### config.mk
export PLATFORM = sky130hd
export DESIGN_NAME = ov7670_cfg_sequencer
export DESIGN_NICKNAME = d
export VERILOG_FILES = /design/src/rtl/cam_cfg_pkg.sv /design/src/rtl/cfg_delay_counter.sv /design/src/rtl/ov7670_cfg_sequencer.sv
export SDC_FILE = /design/constraint.sdc
export NUM_CORES = 1
export LEC_CHECK = 0
export BUFFER_PORTS_ARGS = -buffer_cell sky130_fd_sc_hd__buf_2
export CAP_MARGIN = 5
export CORE_MARGIN = 2
export CORE_UTILIZATION = 40
export DETAILED_ROUTE_END_ITERATION = 8
export HOLD_SLACK_MARGIN = 0.15
export PLACE_DENSITY = 0.64
export SYNTH_ARGS = -nofsm -noshare
export SYNTH_HDL_FRONTEND = slang
export SYNTH_SLANG_ARGS = --single-unit
### constraint.sdc
create_clock -name i_sysclk -period 5.7 [get_ports i_sysclk]
set_clock_uncertainty 0.1 [all_clocks]
set_input_delay 1.14 -clock i_sysclk [delete_from_list [all_inputs] [get_ports i_sysclk]]
set_output_delay 1.14 -clock i_sysclk [all_outputs]
set_load 0.02 [all_outputs]
### src/rtl/cam_cfg_pkg.sv
// Shared definitions for the OV7670 configuration path: ROM sentinels,
// sequencer state encoding and the {reg, val} entry layout.
package cam_cfg_pkg;

    localparam logic [15:0] CFG_END   = 16'hFFFF;
    localparam logic [15:0] CFG_DELAY = 16'hFFF0;

    localparam int ENTRY_REG_MSB = 15;
    localparam int ENTRY_REG_LSB = 8;
    localparam int ENTRY_VAL_MSB = 7;
    localparam int ENTRY_VAL_LSB = 0;

    typedef enum logic [2:0] {
        ST_IDLE      = 3'd0,
        ST_FETCH     = 3'd1,
        ST_LATCH     = 3'd2,
        ST_DECODE    = 3'd3,
        ST_SEND      = 3'd4,
        ST_WAIT_DONE = 3'd5,
        ST_DELAY     = 3'd6,
        ST_DONE      = 3'd7
    } cfg_state_t;

    function automatic logic [7:0] entry_reg(input logic [15:0] entry);
        return entry[ENTRY_REG_MSB:ENTRY_REG_LSB];
    endfunction

    function automatic logic [7:0] entry_val(input logic [15:0] entry);
        return entry[ENTRY_VAL_MSB:ENTRY_VAL_LSB];
    endfunction

endpackage

### src/rtl/cfg_delay_counter.sv
// Settle-delay down-counter: load a start value, decrement to zero and hold.
module cfg_delay_counter #(
    parameter int WIDTH = 4
) (
    input  logic             i_sysclk,
    input  logic             i_rstn,
    input  logic             i_load,
    input  logic [WIDTH-1:0] i_load_val,
    input  logic             i_dec,
    output logic             o_zero
);

    logic [WIDTH-1:0] count;

    // NOTE: sequential state uses non-blocking assignments so every flop
    // samples pre-edge values regardless of statement order.
    always_ff @(posedge i_sysclk or negedge i_rstn) begin
        if (!i_rstn) begin
            count <= '0;
        end else if (i_load) begin
            count <= i_load_val;
        end else if (i_dec && count != '0) begin
            count <= count - WIDTH'(1);
        end
    end

    assign o_zero = (count == '0);

endmodule

### src/rtl/ov7670_cfg_sequencer.sv
// Walks the camera register ROM and issues one SCCB write per entry, with a
// settle delay on the delay sentinel and a done level on the end sentinel.
module ov7670_cfg_sequencer
    import cam_cfg_pkg::*;
#(
    parameter int ROM_AW       = 8,
    parameter int DELAY_CYCLES = 1_000_000
) (
    input  logic              i_sysclk,
    input  logic              i_rstn,
    input  logic              i_cfg_start,
    output logic [ROM_AW-1:0] o_rom_addr,
    input  logic [15:0]       i_rom_data,
    output logic              o_sccb_valid,
    input  logic              i_sccb_ready,
    output logic [7:0]        o_sccb_reg,
    output logic [7:0]        o_sccb_val,
    input  logic              i_sccb_done,
    output logic              o_busy,
    output logic              o_done
);

    localparam int                CNT_W      = (DELAY_CYCLES > 1) ? $clog2(DELAY_CYCLES) : 1;
    localparam logic [CNT_W-1:0]  DELAY_LOAD = CNT_W'(DELAY_CYCLES - 1);
    localparam logic [ROM_AW-1:0] LAST_ADDR  = '1;

    cfg_state_t        state, state_n;
    logic [ROM_AW-1:0] addr_n;
    logic [15:0]       entry, entry_n;
    logic [7:0]        reg_n, val_n;
    logic              advance;
    logic              cnt_load, cnt_zero;

    cfg_delay_counter #(
        .WIDTH(CNT_W)
    ) u_delay (
        .i_sysclk  (i_sysclk),
        .i_rstn    (i_rstn),
        .i_load    (cnt_load),
        .i_load_val(DELAY_LOAD),
        .i_dec     (state == ST_DELAY),
        .o_zero    (cnt_zero)
    );

    // NOTE: every signal gets a default before the case so no path leaves
    // one unassigned, which would otherwise infer a latch.
    always_comb begin
        state_n  = state;
        addr_n   = o_rom_addr;
        entry_n  = entry;
        reg_n    = o_sccb_reg;
        val_n    = o_sccb_val;
        cnt_load = 1'b0;
        advance  = 1'b0;

        case (state)
            ST_IDLE, ST_DONE: begin
                if (i_cfg_start) begin
                    addr_n  = '0;
                    state_n = ST_FETCH;
                end
            end
            ST_FETCH:  state_n = ST_LATCH;
            ST_LATCH: begin
                entry_n = i_rom_data;
                state_n = ST_DECODE;
            end
            ST_DECODE: begin
                if (entry == CFG_END) begin
                    state_n = ST_DONE;
                end else if (entry == CFG_DELAY) begin
                    cnt_load = 1'b1;
                    state_n  = ST_DELAY;
                end else begin
                    reg_n   = entry_reg(entry);
                    val_n   = entry_val(entry);
                    state_n = ST_SEND;
                end
            end
            // A done pulse seen here belongs to no transfer of ours and is dropped.
            ST_SEND:      if (i_sccb_ready) state_n = ST_WAIT_DONE;
            ST_WAIT_DONE: advance = i_sccb_done;
            ST_DELAY:     advance = cnt_zero;
            default:      state_n = ST_IDLE;
        endcase

        // The last ROM slot ends the table even without a sentinel; no wrap.
        if (advance) begin
            if (o_rom_addr == LAST_ADDR) begin
                state_n = ST_DONE;
            end else begin
                addr_n  = o_rom_addr + ROM_AW'(1);
                state_n = ST_FETCH;
            end
        end
    end

    // Outputs are flops decoded from the next state, so they line up with
    // the state they describe and no input reaches an output combinationally.
    always_ff @(posedge i_sysclk or negedge i_rstn) begin
        if (!i_rstn) begin
            state        <= ST_IDLE;
            o_rom_addr   <= '0;
            entry        <= '0;
            o_sccb_reg   <= '0;
            o_sccb_val   <= '0;
            o_sccb_valid <= 1'b0;
            o_busy       <= 1'b0;
            o_done       <= 1'b0;
        end else begin
            state        <= state_n;
            o_rom_addr   <= addr_n;
            entry        <= entry_n;
            o_sccb_reg   <= reg_n;
            o_sccb_val   <= val_n;
            o_sccb_valid <= (state_n == ST_SEND);
            o_busy       <= !(state_n inside {ST_IDLE, ST_DONE});
            o_done       <= (state_n == ST_DONE);
        end
    end

endmodule

# Word-level counts from Yosys, hierarchy flattened
# Cells that the tools add are included.
# W data, S select, Z words.
dict set report totals {
  inputBits 21
  out_inout_bits 27
  register_bits 66
  wordCells 52
}
dict set report classes {
  bitwise 2
  muxes 17
  addsub 2
  n_reduce_logical 10
  n_eq_ne 12
}
# cell n
set op_table {}
lappend op_table {{$mux W20} 2}
lappend op_table {{$eq A16 B16 Y1 const B} 2}
lappend op_table {{$mux W8} 4}
lappend op_table {{$logic_not A20 Y1} 1}
lappend op_table {{$reduce_bool A20 Y1} 1}
lappend op_table {{$sub A20 B1 Y20 const B} 1}
lappend op_table {{$eq A3 B3 Y1 const B} 6}
lappend op_table {{$pmux W3 S5} 1}
lappend op_table {{$mux W3} 4}
lappend op_table {{$add A8 B1 Y8 const B} 1}
lappend op_table {{$eq A8 B8 Y1 const B} 1}
lappend op_table {{$eq A3 B2 Y1 const B} 2}
lappend op_table {{$logic_not A3 Y1} 2}
lappend op_table {{$mux W2} 2}
lappend op_table {{$reduce_bool A2 Y1} 2}
lappend op_table {{$eq A3 B1 Y1 const B} 1}
lappend op_table {{$mux W1} 3}
lappend op_table {{$reduce_and A3 Y1} 1}
lappend op_table {{$not A1 Y1} 2}
lappend op_table {{$pmux W1 S2} 1}
lappend op_table {{$reduce_or A2 Y1} 1}
lappend op_table {{$logic_and A1 B1 Y1} 1}
lappend op_table {{$logic_not A1 Y1} 1}

# Longest topological paths before layout
# Gate-level depths: netlist of run 1.
dict set report logic_depth {
  word_depth 8
  mapped_depth 8
  ltp_nobuf 7
}

# Cells and area by module
# From an unflattened synthesis of run 1, not the netlist that was laid out.
dict set report unflattened {
  cells_unflattened 323
  area_unflattened_um2 3544.6
}
# mod cells_per_inst seq_area_each_um2 instances area_each_um2
set by_module_without_submodules {}
lappend by_module_without_submodules {ov7670_cfg_sequencer 158 1151.1 1 2133.3}
lappend by_module_without_submodules {cfg_delay_counter 165 500.5 1 1411.4}

# Least setup slack after synthesis of run 1
# Ideal clock, no wire load.
dict set report synth_path {
  path_kind {input to register}
  start {input i_sccb_ready}
  end {register o_busy}
  path_buffers 0
  required_ns 5.475
  arrival_ns 2.212
  setup_slack_ns 3.264
  path_stages 5
  setup_time_ns 0.125
  path_cell_list {nor2b_1 > o21ai_0 > o31ai_1 > a211oi_1 > mux2_2}
}
dict set report synth_between {
  elab_chain_len 6
  elab_cells_between_ends 7
  cone_classes {eq/ne: 1; mux: 3; reduce/logical: 3}
}
# element line
set synth_rtl {}
lappend synth_rtl {{start: declaration} ov7670_cfg_sequencer.sv:15} ;# input logic i_sccb_ready,
lappend synth_rtl {{$mux W3 (*)} ov7670_cfg_sequencer.sv:81} ;# ST_SEND: if (i_sccb_ready) state_n = ST_WAIT_DONE;
lappend synth_rtl {{$pmux W3 S5 (*)} ov7670_cfg_sequencer.sv:56} ;# case (state)
lappend synth_rtl {{$mux W3 (*)} ov7670_cfg_sequencer.sv:88} ;# if (advance) begin
lappend synth_rtl {{$eq A3 B3 Y1 or $logic_not A3 Y1 (tied branches)} ov7670_cfg_sequencer.sv:117} ;# o_busy <= !(state_n inside {ST_IDLE, ST_DONE});
lappend synth_rtl {{$reduce_bool A2 Y1 (*)} ov7670_cfg_sequencer.sv:117}
lappend synth_rtl {{$logic_not A1 Y1 (*)} ov7670_cfg_sequencer.sv:117}
lappend synth_rtl {{end signal: assignment} ov7670_cfg_sequencer.sv:117}
lappend synth_rtl {{end: declaration} ov7670_cfg_sequencer.sv:19} ;# output logic o_busy,
# Every way passes the cells marked *; elsewhere a longest branch is shown, timed or not.
# A chain may end at the register's enable or synchronous reset.

# Final worst setup path of run 1
dict set report layout_path {
  start {register u_delay.count[0]}
  end {register o_rom_addr[3]}
}
dict set report layout_between {
  elab_chain_len 3
}
# element line
set layout_rtl {}
lappend layout_rtl {{start: declaration} cfg_delay_counter.sv:13} ;# logic [WIDTH-1:0] count;
lappend layout_rtl {{start signal: assignment} cfg_delay_counter.sv:21} ;# count <= i_load_val;
lappend layout_rtl {{start signal: assignment} cfg_delay_counter.sv:23} ;# count <= count - WIDTH'(1);
lappend layout_rtl {{$logic_not A20 Y1} cfg_delay_counter.sv:27} ;# assign o_zero = (count == '0);
lappend layout_rtl {{$pmux W1 S2} ov7670_cfg_sequencer.sv:56}
lappend layout_rtl {{$mux W8} ov7670_cfg_sequencer.sv:88}
lappend layout_rtl {{net addr_n[3]} ov7670_cfg_sequencer.sv:28} ;# logic [ROM_AW-1:0] addr_n;
lappend layout_rtl {{end signal: assignment} ov7670_cfg_sequencer.sv:112} ;# o_rom_addr <= addr_n;
lappend layout_rtl {{end: declaration} ov7670_cfg_sequencer.sv:12} ;# output logic [ROM_AW-1:0] o_rom_addr,
# The timed path passes the listed nets, and every way through them passes these cells.

==> results of run 1 <==
synthesized netlist by cell type (all sizes together) (4+ instances only):
master,count
xor2,5
nor2,21
nor4,10
nand3,6
clkbuf,4
dfrtp,66
nor3,6
mux2i,8
buf,4
o21ai,8
xnor2,8
a21oi,6
nand4,9
or4,4
mux2,33
o31ai,4
nand2,25
power by group:
| group | total [uW] | switching, uW | internal (uW) | leakage, uW |
|---|---|---|---|---|
| clock | 429 | 184 | 245 | 0.000105 |
| combinational | 724 | 376 | 348 | 0.000749 |
| sequential | 862 | 191 | 672 | 0.000826 |
critical path, delay by kind of cell (launching register included):
kind	cells	cell delay, ns
AO/OA/AOI/OAI	1	0.45
adder cells (fa/ha/maj)	1	0.14
buffers and inverters	2	0.39
flip-flops	1	0.41
multiplexers	1	0.13
AND/OR/NAND/NOR	3	0.69
cell type report:
cell class	count	area [sq um]
clock buffer	9	123.9
clock inverter	7	93.84
fill	729	3976
inverter	3	11.26
multi-input combinational	191	1408
sequential	66	1652
tap	102	127.6
timing repair buffer	50	255.2
routing by layer:
metal	wire (microns)	global-route usage, %
met5	0	0
met4	129	7.711
met3	359	5.370
met2	2695	24.63
met1	2936	20.81
logic make-up (layout without fill, tap and decap cells):
logic type | after synthesis | in the layout | share of synthesized area, %
compound gates | 28 | 28 | 5.698
xor+xnor | 13 | 13 | 3.652
fa+ha+maj | 3 | 3 | 1.204
buf+inv | 11 | 69 | 1.886
flops | 66 | 66 | 52.97
mux | 41 | 41 | 14.49
simple gates | 106 | 106 | 20.10
how the worst max path moves through the flow:
stage	startpoint	cells after the start	to	slack, ns
2_1_floorplan	i_sccb_ready	5	o_busy	3.26
3_3_place_gp	u_delay.count[0]	7	o_rom_addr[7]	2.87
3_5_place_dp	u_delay.count[0]	7	o_rom_addr[7]	2.78
4_1_cts	u_delay.count[0]	7	o_rom_addr[7]	2.74
5_1_grt	u_delay.count[14]	6	o_rom_addr[4]	3.06
6_report	u_delay.count[0]	8	o_rom_addr[3]	3.28
through the flow:
step	utilization (%)	setup slack, ns	hold WS (ns)	total power (uW)	cells
global placement	45.09	2.865	0.3869	1581	411
finish	48.00	3.275	0.4003	2015	428
floorplan	-	3.264	0.3838	1397	268
global route	48.00	3.062	0.4281	2173	428
detailed placement	45.09	2.778	0.3911	1598	411
CTS	47.94	2.745	0.4084	2039	427
==> impl_metrics.csv, run 1 <==
group,metric,value,unit
global_route,grt_pass1_vias,2265,
timing,hold_violations,0,
floorplanning,ios,48,
floorplanning,die_x,92.29,microns
drt,detail_route.iter0.violations,97,
floorplanning,dieArea,8517,sq um
synth,synthFlopType,"dfrtp_1",
setup_path,r2r-end,"o_rom_addr[3]",
synth,synth_cells,268,
drt,drt_wl_total,6121,microns
cts,hold_buffers,0,
floorplanning,initial_core_util,40.77,%
timing,finalSetupViolCount,0,
synth,syn_nets,292,
cts,cts.path.max_buffers,2,
placed_design,place_area,3448,sq um
synth,async_flop_share,100.0,%
cts,cts_root_buf,"clkbuf_8",
drt,drc,0,
power_and_ir_drop,ir_drop,0.3025,mV
cts,cts_tree,"yes",
layout,mostFrequentLayoutCells,"dfrtp_1, buf_2, mux2_2, nand2_1, nor2_1",
setup_path,endpoint_kind,"flip-flop",
synth,yosys_register_bits,66,
global_route,grt_overflow,0,
global_route,antenna_found_initial,0,
synth,syn_avg_cell_area,11.63,sq um
placed_design,hpwl,4169,microns
setup_path,worstPathRequired,5.83,ns
synth,ys_seq_area_share,52.97,%
global_route,grt_max_degree,67,
cts,insertion_delay,0.35,ns
setup_path,r2r_slack,3.28,ns
min_path,hold_path.startpoint,"o_rom_addr[4]",
cts,cts_sinks,66,
cts,post_cts_buffers,0,
drt,viasPerCell,5.208,
timing,rsz0062_at_grt,"false",
placed_design,gp_congestion,0.7956,
layout,diodes,0,
layout,design_area,3671,sq um
setup_path,worstSetupStartpointType,"flip-flop",
setup_path,crit_chain,"inv_1 > ha_1 > nor3b_1 > nand4_2 > o31ai_1 > buf_2 > nand4_1 > mux2i_1",
synth,yosysTopAreaCell,"dfrtp_1",
layout,drive_gt1_share,34.05,%
setup_path,r2r-start,"u_delay.count[0]",
timing,fin_crit_sh,42.54,%
status,status,"complete, no violations",
layout,syn2layout_area_growth,17.74,%
setup_path,crit_path_max_incr_delay,0.45,ns
timing,clock.fmax,412.4,MHz
layout,largest_reg_flops,20,
setup_path,path_class,"flip-flop to flip-flop",
setup_path,cp_slowest_cell,"o31ai_1",
floorplanning,core_area,7647,sq um
cts,htree_levels,3,
job,cap_violations,0,
drt,drt-pass1-iter-count,4,
synth,synth_top_area_share,52.97,%
timing,tightest_slew,0.9253,ns
cts,cts_buffers,9,
synth,syn_area,3118,sq um
placed_design,port_buffers,47,
global_route,track_usage,16.16,%
min_path,hold_path_class,"flip-flop to flip-flop",
synth,synth.distinct_cells,47,
timing,tns,0,ns
power_and_ir_drop,power_density,549.0,nW/um^2
timing,maxSlewHeadroom,38.32,%
power_and_ir_drop,p_leak,0.001681,uW
drt,ant_nets,0,
floorplanning,die_h,92.29,microns
global_route,grt_pass1_wl,10660,microns
cts,cts_resized,0,
cts,path_clk_slew,0.07,ns
setup_path,r2r_cells,8,
layout,final_nets,345,
layout,final_common_cell,"dfrtp_1",
drt,wl_per_cell,14.30,microns
timing,fin_crit,2.425,ns
synth,synth-edff-count,0,
synth,synth.area.top_cells,"dfrtp_1, mux2_2, nand2_1",
synth,ys_warn_count,0,
setup_path,critPathArrivalTime,2.56,ns
floorplanning,rows,32,
drt,vias,2229,
timing,slew_viol_final,0,
setup_path,path_max_fanout,9,
min_path,hold-path-endpoint,"o_rom_addr[4]",
min_path,whs_path_depth,1,
Power figures use the tool's default switching activity.
==> run 2: changes to the inputs <==
--- a/config.mk
+++ b/config.mk
@@ -11,7 +11,7 @@
 export CORE_UTILIZATION = 40
 export DETAILED_ROUTE_END_ITERATION = 8
 export HOLD_SLACK_MARGIN = 0.15
-export PLACE_DENSITY = 0.64
+export PLACE_DENSITY = 0.66
 export SYNTH_ARGS = -nofsm -noshare
 export SYNTH_HDL_FRONTEND = slang
 export SYNTH_SLANG_ARGS = --single-unit
==> constraint.sdc (replaced) <==
create_clock -name i_sysclk -period 2.1 [get_ports i_sysclk]
set_clock_uncertainty 0.1 [all_clocks]
set_input_delay 0.42 -clock i_sysclk [delete_from_list [all_inputs] [get_ports i_sysclk]]
set_output_delay 0.42 -clock i_sysclk [all_outputs]
set_load 0.02 [all_outputs]
==> run 2 against run 1 <==
  * Worst hold slack worse by 0.19 ns
  * Sequential power rose to 2.7 times the previous value
  * Combinational power rose to 3.4 times the previous value
  * Sequential share of layout area is 3.5 points lower
  * Highest routed layer unchanged
==> impl_metrics.csv, run 2 (same netlist as run 1, synthesis figures left out) <==
group,metric,value,unit
cts,cts_buffers,9,
timing,fin_crit,2.082,ns
drt,wl_per_cell,15.12,microns
global_route,grt_overflow,0,
layout,largest_reg_flops,20,
timing,maxSlewHeadroom,66.58,%
layout,multiInputGateArea,1529,sq um
timing,rsz0062_at_grt,"true",
floorplanning,initial_core_util,40.77,%
drt,drc,0,
placed_design,port_buffers,47,
timing,holdWs,0.2069,ns
layout,regArea,1654,sq um
layout,final_nets,367,
drt,drt_wl_total,6774,microns
min_path,hold_path_class,"primary input to flip-flop",
floorplanning,die_h,92.29,microns
placed_design,gp_congestion,0.7659,
timing,tns,0,ns
setup_path,critPathArrivalTime,2.25,ns
timing,fin_crit_sh,99.14,%
power_and_ir_drop,p_leak,0.001819,uW
setup_path,path_class,"flip-flop to flip-flop",
cts,cts.path.max_buffers,2,
timing,clock.fmax,480.3,MHz
global_route,grt_max_degree,67,
drt,ant_nets,0,
floorplanning,die_x,92.29,microns
cts,cts_tree,"yes",
drt,viasPerCell,5.201,
layout,mostFrequentLayoutCells,"dfrtp_1, buf_2, mux2_2, nand2_1, buf_4",
setup_path,crit_start,"u_delay.count[1]",
placed_design,place_ws,-0.02768,ns
setup_path,path_max_fanout,5,
global_route,track_usage,16.81,%
floorplanning,core_area,7647,sq um
floorplanning,rows,32,
placed_design,hpwl,4528,microns
layout,drive_gt1_share,43.06,%
min_path,hold_path.startpoint,"i_rom_data[13]",
floorplanning,dieArea,8517,sq um
status,status,"complete, no violations",
floorplanning,ios,48,
cts,cts_sinks,66,
setup_path,endpoint_kind,"flip-flop",
drt,drt-pass1-iter-count,4,
timing,finalSetupViolCount,0,
timing,fin_ws,0.01810,ns
cts,htree_levels,3,
global_route,grt_pass1_wl,11350,microns
drt,detail_route.iter0.violations,140,
job,cap_violations,0,
layout,n_fill_cell,654,
timing,slew_viol_final,0,
layout,diodes,0,
setup_path,worstPathRequired,2.27,ns
setup_path,r2r-start,"u_delay.count[1]",
layout,syn2layout_area_growth,27.85,%
cts,path_clk_slew,0.07,ns
setup_path,worstSetupStartpointType,"flip-flop",
timing,tightest_slew,0.5013,ns
cts,insertion_delay,0.34,ns
global_route,antenna_found_initial,0,
power_and_ir_drop,ir_drop,0.8301,mV
layout,final_common_cell,"dfrtp_1",
drt,vias,2330,
timing,hold_violations,0,
cts,cts_root_buf,"clkbuf_8",
power_and_ir_drop,power_density,1516,nW/um^2
global_route,grt_pass1_vias,2332,
-- run 2: layout make-up --
type	count	share of cell area, %
repair buffers	72	10.92
flip-flops and latches	66	41.49
well taps	102	3.201
multi-input cells	191	38.36
clock inverters	5	2.637
inverters	3	0.2825
clock buffers	9	3.107
-- run 2: per-layer routing --
layer | vias up | share of wire (%) | global-route usage [%]
met5 | - | 0 | 0
met4 | 0 | 1.5 | 7.090
met3 | 9 | 4.6 | 4.638
met2 | 40 | 47 | 25.43
met1 | 1150 | 47 | 22.87
li1 | 1131 | - | -
-- run 2: critical path, cell delays in order (launching register included) --
cell and delay (ns):
dfrtp_1 0.41, or4_4 0.58, nor4_4 0.18, nand2_2 0.12
or4_1 0.46, a21oi_2 0.17
-- run 2: metrics by stage --
stage / cells / util [%] / instance area, sq um / power (uW)
after floorplan: 268 / - / 3118 / 3791
after global placement: 431 / 47.22 / 3611 / 4507
after detailed placement: 431 / 47.22 / 3611 / 4588
after CTS: 446 / 50.52 / 3864 / 5895
after global routing: 448 / 52.13 / 3986 / 6429
final: 448 / 52.13 / 3986 / 6042
-- run 2: power by group --
group | total [uW] | leakage, uW | internal [uW] | switching (uW)
Sequential | 2320 | 0.000824 | 1830 | 491
Combinational | 2460 | 0.000887 | 1200 | 1250
Clock | 1270 | 0.000107 | 775 | 492
-- run 2: repair_timing --
action / CTS / global route
pin swaps: 0 / 0
cloned: 0 / 1
setup buffers: 0 / 1
endpoints found under the setup margin: 3 / 17
hold buffers: 1 / 0
gates resized for setup: 4 / 22
endpoints found under the hold margin: 66 / 0
-- run 2: worst paths after layout --
check                               endpoint  slack (ns)  cells after the start
min                                entry[13]        0.21                      2
min reg2reg                    o_sccb_reg[5]        0.40                      1
max reg2reg                u_delay.count[15]        0.02                      5
max in group asynchronous          entry[10]        1.09                      3
min in group asynchronous      o_rom_addr[0]        0.52                      3
max                        u_delay.count[15]        0.02                      5
==> run 3: changes to the inputs <==
--- a/config.mk
+++ b/config.mk
@@ -5,13 +5,16 @@
 export SDC_FILE = /design/constraint.sdc
 export NUM_CORES = 1
 export LEC_CHECK = 0
+export ABC_AREA = 1
 export BUFFER_PORTS_ARGS = -buffer_cell sky130_fd_sc_hd__buf_2
 export CAP_MARGIN = 5
 export CORE_MARGIN = 2
 export CORE_UTILIZATION = 40
 export DETAILED_ROUTE_END_ITERATION = 8
+export GPL_TIMING_DRIVEN = 0
 export HOLD_SLACK_MARGIN = 0.15
-export PLACE_DENSITY = 0.66
+export PLACE_DENSITY = 0.65
 export SYNTH_ARGS = -nofsm -noshare
 export SYNTH_HDL_FRONTEND = slang
+export SYNTH_HIERARCHICAL = 1
 export SYNTH_SLANG_ARGS = --single-unit
==> run 3 against run 2 <==
  * Worst hold slack worse by 0.013 ns
  * First-iteration DRC count up 14%
  * Utilization down 2.6 points
  * Sequential power about the same
  * Power up 3.2%
  * Global-route usage up 0.40 points
  * Clock power down 24%
  * Synthesized cell count up 70%
  * Flip-flop and latch count unchanged
  * Largest cell class is now multi-input combinational cells
  * Highest routed layer unchanged
==> impl_metrics.csv, run 3 <==
group,metric,value,unit
drt,ant_nets,0,
synth,synthAdderAreaFrac,1.000,%
timing,maxSlewHeadroom,44.56,%
synth,yosysTopAreaCell,"dfrtp_1",
synth,synth-edff-count,0,
timing,holdWs,0.1940,ns
floorplanning,dieArea,10170,sq um
cts,cts_root_buf,"clkbuf_8",
placed_design,hpwl,5640,microns
placed_design,dp_cells,632,
cts,path_clk_slew,0.09,ns
layout,n_fill_cell,871,
synth,synth_commonest_cells,"nand2_1, dfrtp_1, inv_1, nand3_1, nor2_1",
cts,cts_sinks,66,
floorplanning,initial_core_util,41.00,%
synth,async_flop_share,100.0,%
floorplanning,core_area,9153,sq um
layout,final_nets,562,
setup_path,path_max_fanout,8,
global_route,track_usage,17.20,%
placed_design,gp_congestion,0.8757,
drt,drc,0,
synth,syn_avg_cell_area,8.229,sq um
global_route,grt_pass1_vias,3111,
drt,drt-pass1-iter-count,5,
layout,largest_reg_flops,20,
drt,viasPerCell,4.732,
global_route,grt_pass1_wl,13860,microns
timing,fin_crit_sh,96.13,%
timing,tns,0,ns
power_and_ir_drop,swShare,44.68,%
synth,synth_compound_area_share,6.235,%
power_and_ir_drop,p_leak,0.002278,uW
cts,htree_levels,3,
global_route,grt_overflow,0,
layout,final_core_util,49.57,%
setup_path,endpoint_kind,"flip-flop",
min_path,hold_path_class,"primary input to flip-flop",
floorplanning,die_x,100.9,microns
layout,diodes,0,
layout,mostFrequentLayoutCells,"nand2_1, dfrtp_1, buf_2, inv_1, nand3_1",
synth,synth.distinct_cells,36,
synth,syn_area,3752,sq um
floorplanning,rows,35,
timing,clock.fmax,495.4,MHz
power_and_ir_drop,power_density,1375,nW/um^2
synth,synth.area.mux_share,5.068,%
power_and_ir_drop,internal-power,3450,uW
drt,wl_per_cell,12.11,microns
synth,synth_cells,456,
job,cap_violations,0,
synth,synthFlopType,"dfrtp_1",
cts,insertion_delay,0.35,ns
drt,drt_wl_total,7920,microns
setup_path,worstSetupStartpointType,"flip-flop",
setup_path,path_class,"flip-flop to flip-flop",
synth,yosys.area_share.simple,32.24,%
timing,tightest_slew,0.8316,ns
synth,yosys_register_bits,66,
synth,ys_warn_count,6,
setup_path,worstPathRequired,2.24,ns
setup_path,critPathArrivalTime,2.15,ns
power_and_ir_drop,seq_power_share,36.7,%
synth,synth_top_area_share,44.01,%
drt,vias,3095,
cts,cts_tree,"yes",
layout,syn2layout_area_growth,20.91,%
cts,cts_buffers,9,
cts,cts.path.max_buffers,2,
global_route,antenna_found_initial,0,
synth,ys_seq_area_share,44.01,%
timing,hold_violations,0,
layout,final_common_cell,"nand2_1",
synth,yosysMostFrequentCell,"nand2_1",
layout,drive_gt1_share,29.65,%
timing,fin_crit,2.019,ns
floorplanning,ios,48,
power_and_ir_drop,comb_power_share,47.7,%
synth,synth_xor_area_share,3.268,%
floorplanning,die_h,100.9,microns
synth,synth.area.top_cells,"dfrtp_1, nand2_1, nand3_1",
global_route,grt_max_degree,67,
power_and_ir_drop,p_switching,2787,uW
status,status,"complete, no violations",
timing,rsz0062_at_grt,"true",
power_and_ir_drop,clkPwrFrac,15.5,%
power_and_ir_drop,ir_drop,0.8217,mV
synth,synth_top_family_by_area,"simple AND/OR/NAND/NOR gates",
timing,slew_viol_final,0,
placed_design,port_buffers,47,
drt,detail_route.iter0.violations,160,
timing,finalSetupViolCount,0,
layout,instances_no_fill,654,
-- run 3: cell count changes in the layout (fill, tap and decap cells not counted), sizes merged, moves of 6 or more --
| cell | previous run | this run |
|---|---|---|
| nor4 | 10 | 1 |
| inv | 3 | 55 |
| nor2 | 21 | 49 |
| conb | 0 | 20 |
| nand2 | 25 | 139 |
| mux2i | 8 | 1 |
| o21ai | 8 | 29 |
| buf | 71 | 61 |
| nand3 | 6 | 54 |
| mux2 | 33 | 16 |
| a21oi | 6 | 0 |
-- run 3: worst paths after layout --
| kind | from | end | slack, ns | cells after the start |
|---|---|---|---|---|
| setup / recovery | u_delay/count[0] | o_rom_addr[7] | 0.08 | 12 |
| hold / removal | i_rom_data[9] | entry[9] | 0.19 | 2 |
| setup reg to reg | u_delay/count[0] | o_rom_addr[7] | 0.08 | 12 |
| hold reg to reg | o_sccb_reg[2] | o_sccb_reg[2] | 0.42 | 2 |
| max in group asynchronous | i_rstn | u_delay/count[8] | 0.73 | 2 |
| min in group asynchronous | i_rstn | u_delay/count[17] | 0.62 | 2 |
-- run 3: cell families after synthesis --
group / Yosys count
xor gates and xnor gates: 14
DFF: 66
buffers and inverters: 66
muxes: 17
adders and majority gates: 3
other: 2
and+or+nand+nor: 252
AOI/OAI and AO/OA: 36
-- run 3: metrics by stage --
stage          total power, uW  area (sq um)  setup WS, ns
2_1_floorplan             4401          3820        0.1322
3_3_place_gp              5017          4194       -0.2036
3_5_place_dp              5087          4197       -0.2438
4_1_cts                   6145          4420      -0.05165
5_1_grt                   6817          4537      -0.07291
6_report                  6236          4537       0.08131
-- run 3: power groups by stage --
stage / combinational (uW) / clock, uW / sequential [uW]
floorplan: 1980 / 0 / 2420
global placement: 2730 / 0 / 2290
detailed placement: 2780 / 0 / 2300
CTS: 2850 / 1000 / 2290
global route: 3390 / 1060 / 2370
finish: 2980 / 969 / 2290
-- run 3: repair_timing --
action / in CTS / in global routing
hold buffers: 1 / 0
gates resized for setup: 9 / 18
cloned: 0 / 1
endpoints found under the setup margin: 31 / 28
pin swaps: 2 / 4
setup buffers: 1 / 3
endpoints found under the hold margin: 66 / 0
-- run 3: final cells by class --
cell class              instances  area [sq um]  share of cell area (%)
plain buffers                  12         106.4                   2.344
clock buffers                   9         123.9                   2.730
clock inverters                 7         55.05                   1.213
inverters                      54         205.2                   4.523
multi-input cells             342          1953                   43.05
flip-flops and latches         66          1652                   36.40
well taps                     111         138.9                   3.061
repair buffers                 53         302.8                   6.674
-- run 3: per-layer routing --
metal / track usage (%) / wire (microns) / part of all wire, %
met1: 21.08 / 3599 / 45
met2: 28.62 / 3817 / 48
met3: 4.785 / 357 / 4.5
met4: 6.955 / 146 / 1.8
met5: 0 / 0 / 0
-- run 3: critical path, stage by stage (launching register included) --
cell,delay [ns]
dfrtp_1,0.41
inv_2,0.09
ha_4,0.15
nand2_4,0.05
nor2_4,0.12
nand3_2,0.09
nor4_4,0.18
nand2_2,0.11
o21ai_4,0.10
nand2_4,0.12
buf_8,0.15
o31ai_4,0.17
inv_1,0.05
